<file path="src/rtl/circuit1_result_acc.sv">
// Frame accumulator for CIRCUIT1 (x, z) results: saturating sum of x plus min/max of z
// over NSAMP accepted pairs, each completed frame held in a single-entry output buffer.
module circuit1_result_acc #(
    parameter int unsigned XW    = 16,
    parameter int unsigned ZW    = 8,
    parameter int unsigned NSAMP = 8,
    parameter int unsigned ACCW  = 24
) (
    input  logic            Clk,
    input  logic            Rst,
    input  logic            clr,
    input  logic            in_valid,
    output logic            in_ready,
    input  logic [XW-1:0]   x,
    input  logic [ZW-1:0]   z,
    output logic            out_valid,
    input  logic            out_ready,
    output logic [ACCW-1:0] sum,
    output logic [ZW-1:0]   zmax,
    output logic [ZW-1:0]   zmin,
    output logic            ovf
);

    localparam int unsigned CW = (NSAMP > 2) ? $clog2(NSAMP) : 1;

    typedef enum logic {
        ACCUM = 1'b0,
        LAST  = 1'b1
    } state_t;

    state_t          state, state_nxt;
    logic [CW-1:0]   cnt, cnt_nxt;
    logic [ACCW-1:0] acc, acc_nxt;
    logic [ZW-1:0]   wmax, wmax_nxt;
    logic [ZW-1:0]   wmin, wmin_nxt;
    logic            wovf, wovf_nxt;

    logic [ACCW-1:0] sum_nxt;
    logic [ZW-1:0]   zmax_nxt, zmin_nxt;
    logic            ovf_nxt, out_valid_nxt;

    logic [ACCW:0]   add_full;
    logic [ACCW-1:0] acc_upd;
    logic            ovf_upd;
    logic [ZW-1:0]   max_upd, min_upd;
    logic            accept, xfer;

    // Only the final sample of a frame can be blocked, and only by an unread frame.
    assign in_ready = ~clr & ~((state == LAST) & out_valid & ~out_ready);
    assign accept   = in_valid & in_ready;
    assign xfer     = out_valid & out_ready;

    // Running values including the sample currently offered.
    always_comb begin
        add_full = {1'b0, acc} + (ACCW+1)'(x);
        acc_upd  = add_full[ACCW] ? {ACCW{1'b1}} : add_full[ACCW-1:0];
        ovf_upd  = wovf | add_full[ACCW];
        max_upd  = (z > wmax) ? z : wmax;
        min_upd  = (z < wmin) ? z : wmin;
    end

    always_comb begin
        state_nxt     = state;
        cnt_nxt       = cnt;
        acc_nxt       = acc;
        wmax_nxt      = wmax;
        wmin_nxt      = wmin;
        wovf_nxt      = wovf;
        sum_nxt       = sum;
        zmax_nxt      = zmax;
        zmin_nxt      = zmin;
        ovf_nxt       = ovf;
        out_valid_nxt = out_valid & ~xfer;

        if (clr) begin
            state_nxt = ACCUM;
            cnt_nxt   = '0;
            acc_nxt   = '0;
            wmax_nxt  = '0;
            wmin_nxt  = '1;
            wovf_nxt  = 1'b0;
        end else if (accept) begin
            if (state == LAST) begin
                // Final sample: publish the frame and restart the working set.
                sum_nxt       = acc_upd;
                zmax_nxt      = max_upd;
                zmin_nxt      = min_upd;
                ovf_nxt       = ovf_upd;
                out_valid_nxt = 1'b1;
                state_nxt     = ACCUM;
                cnt_nxt       = '0;
                acc_nxt       = '0;
                wmax_nxt      = '0;
                wmin_nxt      = '1;
                wovf_nxt      = 1'b0;
            end else begin
                acc_nxt  = acc_upd;
                wmax_nxt = max_upd;
                wmin_nxt = min_upd;
                wovf_nxt = ovf_upd;
                cnt_nxt  = cnt + CW'(1);
                if (cnt == CW'(NSAMP - 2)) begin
                    state_nxt = LAST;
                end
            end
        end
    end

    always_ff @(posedge Clk or negedge Rst) begin
        if (!Rst) begin
            state <= ACCUM;
        end else begin
            state <= state_nxt;
        end
    end

    always_ff @(posedge Clk or negedge Rst) begin
        if (!Rst) begin
            cnt       <= '0;
            acc       <= '0;
            wmax      <= '0;
            wmin      <= '1;
            wovf      <= 1'b0;
            sum       <= '0;
            zmax      <= '0;
            zmin      <= '0;
            ovf       <= 1'b0;
            out_valid <= 1'b0;
        end else begin
            cnt       <= cnt_nxt;
            acc       <= acc_nxt;
            wmax      <= wmax_nxt;
            wmin      <= wmin_nxt;
            wovf      <= wovf_nxt;
            sum       <= sum_nxt;
            zmax      <= zmax_nxt;
            zmin      <= zmin_nxt;
            ovf       <= ovf_nxt;
            out_valid <= out_valid_nxt;
        end
    end

endmodule

</file>
<file path="config.mk">
export PLATFORM = sky130hd
export DESIGN_NAME = circuit1_result_acc
export DESIGN_NICKNAME = d
export VERILOG_FILES = /design/src/rtl/circuit1_result_acc.sv
export SDC_FILE = /design/constraint.sdc
export NUM_CORES = 1
export LEC_CHECK = 0
export ABC_AREA = 1
export CAP_MARGIN = 20
export CELL_PAD_IN_SITES_DETAIL_PLACEMENT = 0
export CELL_PAD_IN_SITES_GLOBAL_PLACEMENT = 1
export CORE_MARGIN = 2
export CORE_UTILIZATION = 35
export CTS_CLUSTER_DIAMETER = 30
export DETAILED_ROUTE_END_ITERATION = 10
export PLACE_DENSITY = 0.79
export SYNTH_ARGS = -nofsm -noshare
export SYNTH_HDL_FRONTEND = slang
export SYNTH_SLANG_ARGS = --single-unit
export TNS_END_PERCENT = 100
</file>
<file path="constraint.sdc">
create_clock -name Clk -period 2.15 [get_ports Clk]
set_input_delay 0.215 -clock Clk [delete_from_list [all_inputs] [get_ports Clk]]
set_output_delay 0.215 -clock Clk [all_outputs]
set_load 0.01 [all_outputs]
</file>
==> flow_metrics.env <==
export IMPL_power_share_clock=0.319
export IMPL_cts_reportedPaths_clkPinSlew_ns=0.06
export IMPL_tns_ns=0
export IMPL_swShare=0.327
export IMPL_required_ns=2.39
export IMPL_rrSetupSlack_ns=0.16
export IMPL_nNetsFinal=983
export IMPL_syn_num_nets=847
export IMPL_synth_seq_area_share=0.400
export IMPL_synth_most_common_cell="nand2_1"
export IMPL_post_route_period_util=0.923
export IMPL_final_min_clock_period_ns=1.99
export IMPL_cellInternalPower_uw=3420
export IMPL_netlist_instances=784
export IMPL_place_detailed_hpwl_mm=11.3
export IMPL_crit_type="reg2reg"
export IMPL_yosys_top_cells_area="dfrtp_1 (36%), nand2_1 (24%), ha_1 (7.6%)"
export IMPL_cp_cell_sequence="ha_2, fa_2, nand2_1, nand2_2, nand3_2, nand2_2, nand2_2, nand2_4, nand2_8, buf_12, nand3_1, nand2_1, nand2_1"
export IMPL_fin_util=0.475
export IMPL_grt_setup_unrepaired="no"
export IMPL_synth_cell_type_count=36
export IMPL_antenna_found_initial=0
export IMPL_track_usage=0.193
export IMPL_synth_xor_area_frac=0.0128
export IMPL_drv_slew=0
export IMPL_ys_flop_type="dfrtp_1"
export IMPL_yosys_mux_area_fraction=0
export IMPL_fillers=1546
export IMPL_ys_warn_count=0
export IMPL_r2r_start="acc[0]$_DFFE_PN0P_"
export IMPL_grt_start_max_net_pins=38
export IMPL_ctsHtreeMaxLevel=3
export IMPL_wl_per_cell_um=13.4
export IMPL_die_area_um2=16600
export IMPL_max_vdd_ir_drop_uv=359
export IMPL_synth_commonest_cells="nand2_1 (344), inv_1 (100), dfrtp_1 (79), nand3_1 (47), nor2_1 (42)"
export IMPL_drv_cap=0
export IMPL_cts_root_buf="clkbuf_16"
export IMPL_synth_area_leader_cell="dfrtp_1"
export IMPL_max_stage_delay_ns=0.38
export IMPL_die_w_um=129
export IMPL_ys_seq_elements=87
export IMPL_endpoint_kind="flop"
export IMPL_register_area_um2=2190
export IMPL_wl_met2_mm=7.14
export IMPL_cp_top_family="simple AND/OR/NAND/NOR gates"
export IMPL_crit_start="acc[0]$_DFFE_PN0P_"
export IMPL_area_delta_synth_final_pct=32.2
export IMPL_cts_buffers=9
export IMPL_grt_pass1_wl_mm=25.0
export IMPL_gp_congestion=0.893
export IMPL_clock_fmax_ghz=0.504
export IMPL_critPathLaunchType="flop"
export IMPL_postRouteAntennaNets=0
export IMPL_status="complete, no violations"
export IMPL_grt_pass1_vias=5129
export IMPL_placed_cells=1094
export IMPL_die_y_um=129
export IMPL_path_buf_inv=1
export IMPL_clk_path_buf_depth=2
export IMPL_worstHoldPathType="in2async"
export IMPL_synth_fa_ha_area_frac=0.0793
export IMPL_cp_arrival_ns=2.22
export IMPL_syn_area_um2=5460
export IMPL_via_per_inst=4.63
export IMPL_clk_latency_ns=0.35
export IMPL_pin_count=72
export IMPL_routed_wl_mm=14.9
export IMPL_synth_edff_count=0
export IMPL_comb_power_share=0.315
export IMPL_synth_compound_area_frac=0.0724
export IMPL_p_seq_frac=0.367
export IMPL_route_detailed_drc=0
export IMPL_vias=5155
export IMPL_synth_top_family_by_area="simple AND/OR/NAND/NOR gates"
export IMPL_setup_viol=0
export IMPL_drt_met1_wl_mm=7.01
export IMPL_clock_sinks=87
export IMPL_antenna_cells=0
export IMPL_dr_pass1_iters=4
export IMPL_synth_top_area_share=0.362
export IMPL_p_switching_uw=1660
export IMPL_multi_input_area_um2=2810
export IMPL_yosys_area_share_simple=0.346
export IMPL_design_core_area_um2=15200
export IMPL_synth_async_sr_flop_share=1.00
export IMPL_floorplan_initialDensity=0.359
export IMPL_wl_met3_um=487
export IMPL_maxSlewHeadroom=0.708
export IMPL_drive_gt1_frac=0.135
export IMPL_worstMarginPinSlew_ns=0.435
export IMPL_io_buffers=71
export IMPL_cts_tree="built"
export IMPL_rows=45
export IMPL_powerDensity_nw_per_um2=704
export IMPL_hold_violations=0
export IMPL_cp_max_fo=8
export IMPL_fin_cells=1113
export IMPL_finClkSkew_ns=0.0119
export IMPL_cp_slowest_cell="dfrtp_1"
export IMPL_top_layer_used="met4"
export IMPL_p_leak_uw=0.00391
export IMPL_drt_iter0_drc=284
export IMPL_syn_mean_instance_area_um2=6.97
export IMPL_globalRouteOverflowTotal=0
-- registers in the layout, indices dropped and copies added, names as in the netlist --
signal and flops:
cnt 3, ovf 1, out_valid 1, zmax 8
zmin 8, wmax 8, sum 24, state 1
wovf 1, wmin 8, acc 24
-- worst register-to-register path, stage by stage, from the launching register on --
cell and delay [ns]:
dfrtp_1 0.38, ha_2 0.19, fa_2 0.34, nand2_1 0.10, nand2_2 0.08, nand3_2 0.09, nand2_2 0.07, nand2_2 0.09
nand2_4 0.07, nand2_8 0.11, buf_12 0.12, nand3_1 0.11, nand2_1 0.07, nand2_1 0.05
-- metal layers --
layer,up-vias,GRT usage
li1,2710,-
met1,2359,0.254
met2,68,0.326
met3,18,0.0270
met4,0,0.0665
met5,-,0
-- logic make-up after synthesis --
family / count (synthesis)
adder cells (fa/ha/maj): 34
buffers and inverters: 124
AO/OA/AOI/OAI: 72
XOR/XNOR: 8
AND/OR/NAND/NOR: 459
flip-flops: 87
-- path summary, 6_finish.rpt --
kind                                  endpoint  cells past startpoint
setup / recovery           sum[22]$_DFFE_PN0P_                     13
hold / removal             sum[10]$_DFFE_PN0P_                      2
setup reg to reg           sum[22]$_DFFE_PN0P_                     13
hold reg to reg            zmin[5]$_DFFE_PN0P_                      2
max in group asynchronous   acc[1]$_DFFE_PN0P_                      3
min in group Clk           out_valid$_DFF_PN0_                      2
-- repair_timing --
action,CTS,global route
setup endpoints to repair,27,48
hold endpoints to repair,24,0
pin swaps,0,0
resized for setup,2,6
hold buffers,1,0
setup buffers,2,0
-- cells in the final DEF, fill, tap and decap left out, types with 2 or more instances in the layout --
cell	instances
nor2_1	41
nor3_2	2
inv_2	7
xnor2_1	2
clkbuf_16	9
buf_12	3
o21ai_1	18
nor3_1	2
nand3_1	47
dfrtp_1	79
inv_1	100
nand2_2	6
dfstp_2	8
a21oi_1	14
clkinv_4	2
o21ai_0	31
nand2_1	342
clkinv_2	2
buf_4	67
xor2_1	6
nand4_1	5
ha_1	32
clkdlybuf4s50_1	70
nand3_2	7
-- final cells by class --
| type | instances | share of cell area |
|---|---|---|
| tap | 188 | 0.0326 |
| clock buffer | 11 | 0.0336 |
| clock inverter | 5 | 0.00797 |
| multi-input combinational | 573 | 0.389 |
| sequential | 87 | 0.303 |
| timing repair buffer | 142 | 0.178 |
| inverter | 107 | 0.0556 |
-- power by group through the flow --
stage	Clock [uW]	Combinational, uW	Sequential [uW]
2_1_floorplan	0	914	1880
3_3_place_gp	0	1590	1890
3_5_place_dp	0	1600	1890
4_1_cts	1670	1610	1860
5_1_grt	1740	1830	1880
6_report	1620	1600	1860
-- metrics by stage --
| stage | total power [uW] | hold slack (ns) | setup WS, ns | cell area (um^2) |
|---|---|---|---|---|
| 6_report | 5080 | 0.340 | 0.164 | 7220 |
| 5_1_grt | 5450 | 0.403 | 0.00617 | 7220 |
| 4_1_cts | 5140 | 0.366 | 0.0224 | 7200 |
| 3_5_place_dp | 3490 | 0.185 | -0.351 | 6860 |
| 3_3_place_gp | 3480 | 0.187 | -0.285 | 6860 |
| 2_1_floorplan | 2790 | -0.0806 | 0.171 | 5460 |
No activity file was read; power rests on OpenSTA's default activity.
==> edit, RTL diff (config.mk and constraints unchanged) <==
Set the parameter `XW` to 17 (it was 16).
--- a/src/rtl/circuit1_result_acc.sv
+++ b/src/rtl/circuit1_result_acc.sv
@@ -1,7 +1,7 @@
 // Frame accumulator for CIRCUIT1 (x, z) results: saturating sum of x plus min/max of z
 // over NSAMP accepted pairs, each completed frame held in a single-entry output buffer.
 module circuit1_result_acc #(
-    parameter int unsigned XW    = 16,
+    parameter int unsigned XW    = 17,
     parameter int unsigned ZW    = 8,
     parameter int unsigned NSAMP = 8,
     parameter int unsigned ACCW  = 24
Interface: changed (resized x); port bits go from 72 to 73. The function was not compared with the original's and may differ.
==> edit against the original RTL <==
Clock power fell by 6%; die area increased by 5.0%; combinational power grew 34%; final area up 5.8%; sequential cell count stayed put; synthesized area up 5.1%; wire length up 3.5%; total power rose by 14%; worst setup slack lost 91 ps; sequential share of layout area shrank 1.7 points; critical path type unchanged; largest power group is now combinational cells.
==> edit: results (changes against the original RTL) <==
| Metric | Value |
|---|---|
| Fraction of area in multi-input gates | 41.13% (+2.2 points) |
| Top Registers | acc: 24 flops, sum: 24 flops |
| Final #Nets | 1,002 (+1.9%) |
| Multi-In Gates | 588 (+2.6%) |
| Vias in the first global route | 5,367 (+4.6%) |
| Seq cells | 87 (unchanged) |
| Sequential portion of the cell area | 28.62% (-1.7 points) |
| WL met1 | 7.230 mm (+3.2%) |
| Slowest CP cell | dfrtp_1 |
| Sequential share of the synthesized area | 38.09% (-2.0 points) |
| Switching Share | 34.13% (+1.4 points) |
| P_int | 3825 uW (+12%) |
| Leading post-synthesis cells by cell area | dfrtp_1 34%, nand2_1 21%, ha_1 7.4%, inv_1 6.3%, dfstp_2 3.7% |
| Met2 Use GR | 31.08% (-1.5 points) |
| I/O Buffers | 72 (+1.4%) |
| Post-CTS Setup Inserts | 0 (-2) |
| Clock buf/inv share | 3.700% (-0.46 points) |
| Gr usage total | 18.71% (-0.56 points) |
| Routability Congestion | 0.8607 (-3.6%) |
| Buffering overhead | 17.81% (+0.020 points) |
| Iter 0 DRT Violations | 278 (-2.1%) |
| Adder-cell share of the synthesized area | 7.758% (-0.17 points) |
| Status | complete, no violations |
| Post-Syn Nets | 866 (+2.2%) |
| Skew final | 9.165 ps (-2.755 ps) |
| First-pass GRT wire length | 26.37 mm (+5.6%) |
| Maximum vdd drop | 0.4547 mV (+27%) |
| Worst Tran Pin Value | 784.3 ps (+349.1 ps) |
| Multiplexer area fraction after synthesis | 0% (unchanged) |
| Largest net degree at the start of global routing | 54 (+42%) |
| Top post-synthesis cells by count | 327 x nand2_1, 96 x inv_1, 79 x dfrtp_1, 41 x nand3_1, 34 x ha_1 |
| Pleak | 0.004037 uW (+3.1%) |
| GR Util met3 | 3.883% (+1.2 points) |
| Worst Path Arrival | 2310 ps (+90 ps) |
| Xor-xnor portion of the synthesized cell area | 1.220% (-0.063 points) |
| Vias per inst | 4.596 (-0.77%) |
| Fillers | 1,639 (+6.0%) |
| Met1 Use GR | 24.43% (-0.92 points) |
| Non-clock buffers | 145 (+2.1%) |
| Post-DP HPWL | 11.83 mm (+4.4%) |
| DR WL met2 | 7.247 mm (+1.5%) |
| Post-CTS Resized | 0 (-2) |
| Compound-gate portion of the synthesized area | 8.063% (+0.82 points) |
| Clock Power | 1530 uW (-6%) |
| Wire length on met3 | 592 um (+22%) |
| CP max FO | 5 (-3) |
| Post-Route WL | 15.42 mm (+3.5%) |
| Post-synth cell types | 38 (+5.6%) |
| Pre-CTS worst setup slack | -264.3 ps (+86.61 ps) |
| Drt pass-1 iters | 6 (+2) |
| Layout cells sized above 1 | 17.94% (+4.4 points) |
| Non-clock inverter total of the final layout | 106 (-0.93%) |
-- edit: per-stage QoR --
stage          area, um^2  hold WS [ps]  std cells
2_1_floorplan        5742        -80.59        801
3_3_place_gp         7203         204.3       1138
3_5_place_dp         7203         203.1       1138
4_1_cts              7496         384.0       1155
5_1_grt              7642         431.4       1158
6_report             7642         359.9       1158
-- edit: worst paths after layout --
| kind | to | slack [ps] | from |
|---|---|---|---|
| max in group asynchronous | sum[22]$_DFFE_PN0P_ | 1120 | Rst |
| setup / recovery | sum[11]$_DFFE_PN0P_ | 70 | acc[0]$_DFFE_PN0P_ |
| hold / removal | acc[3]$_DFFE_PN0P_ | 360 | Rst |
| setup reg to reg | sum[11]$_DFFE_PN0P_ | 70 | acc[0]$_DFFE_PN0P_ |
| hold reg to reg | sum[10]$_DFFE_PN0P_ | 480 | sum[10]$_DFFE_PN0P_ |
| min in group Clk | out_valid$_DFF_PN0_ | 450 | out_ready |
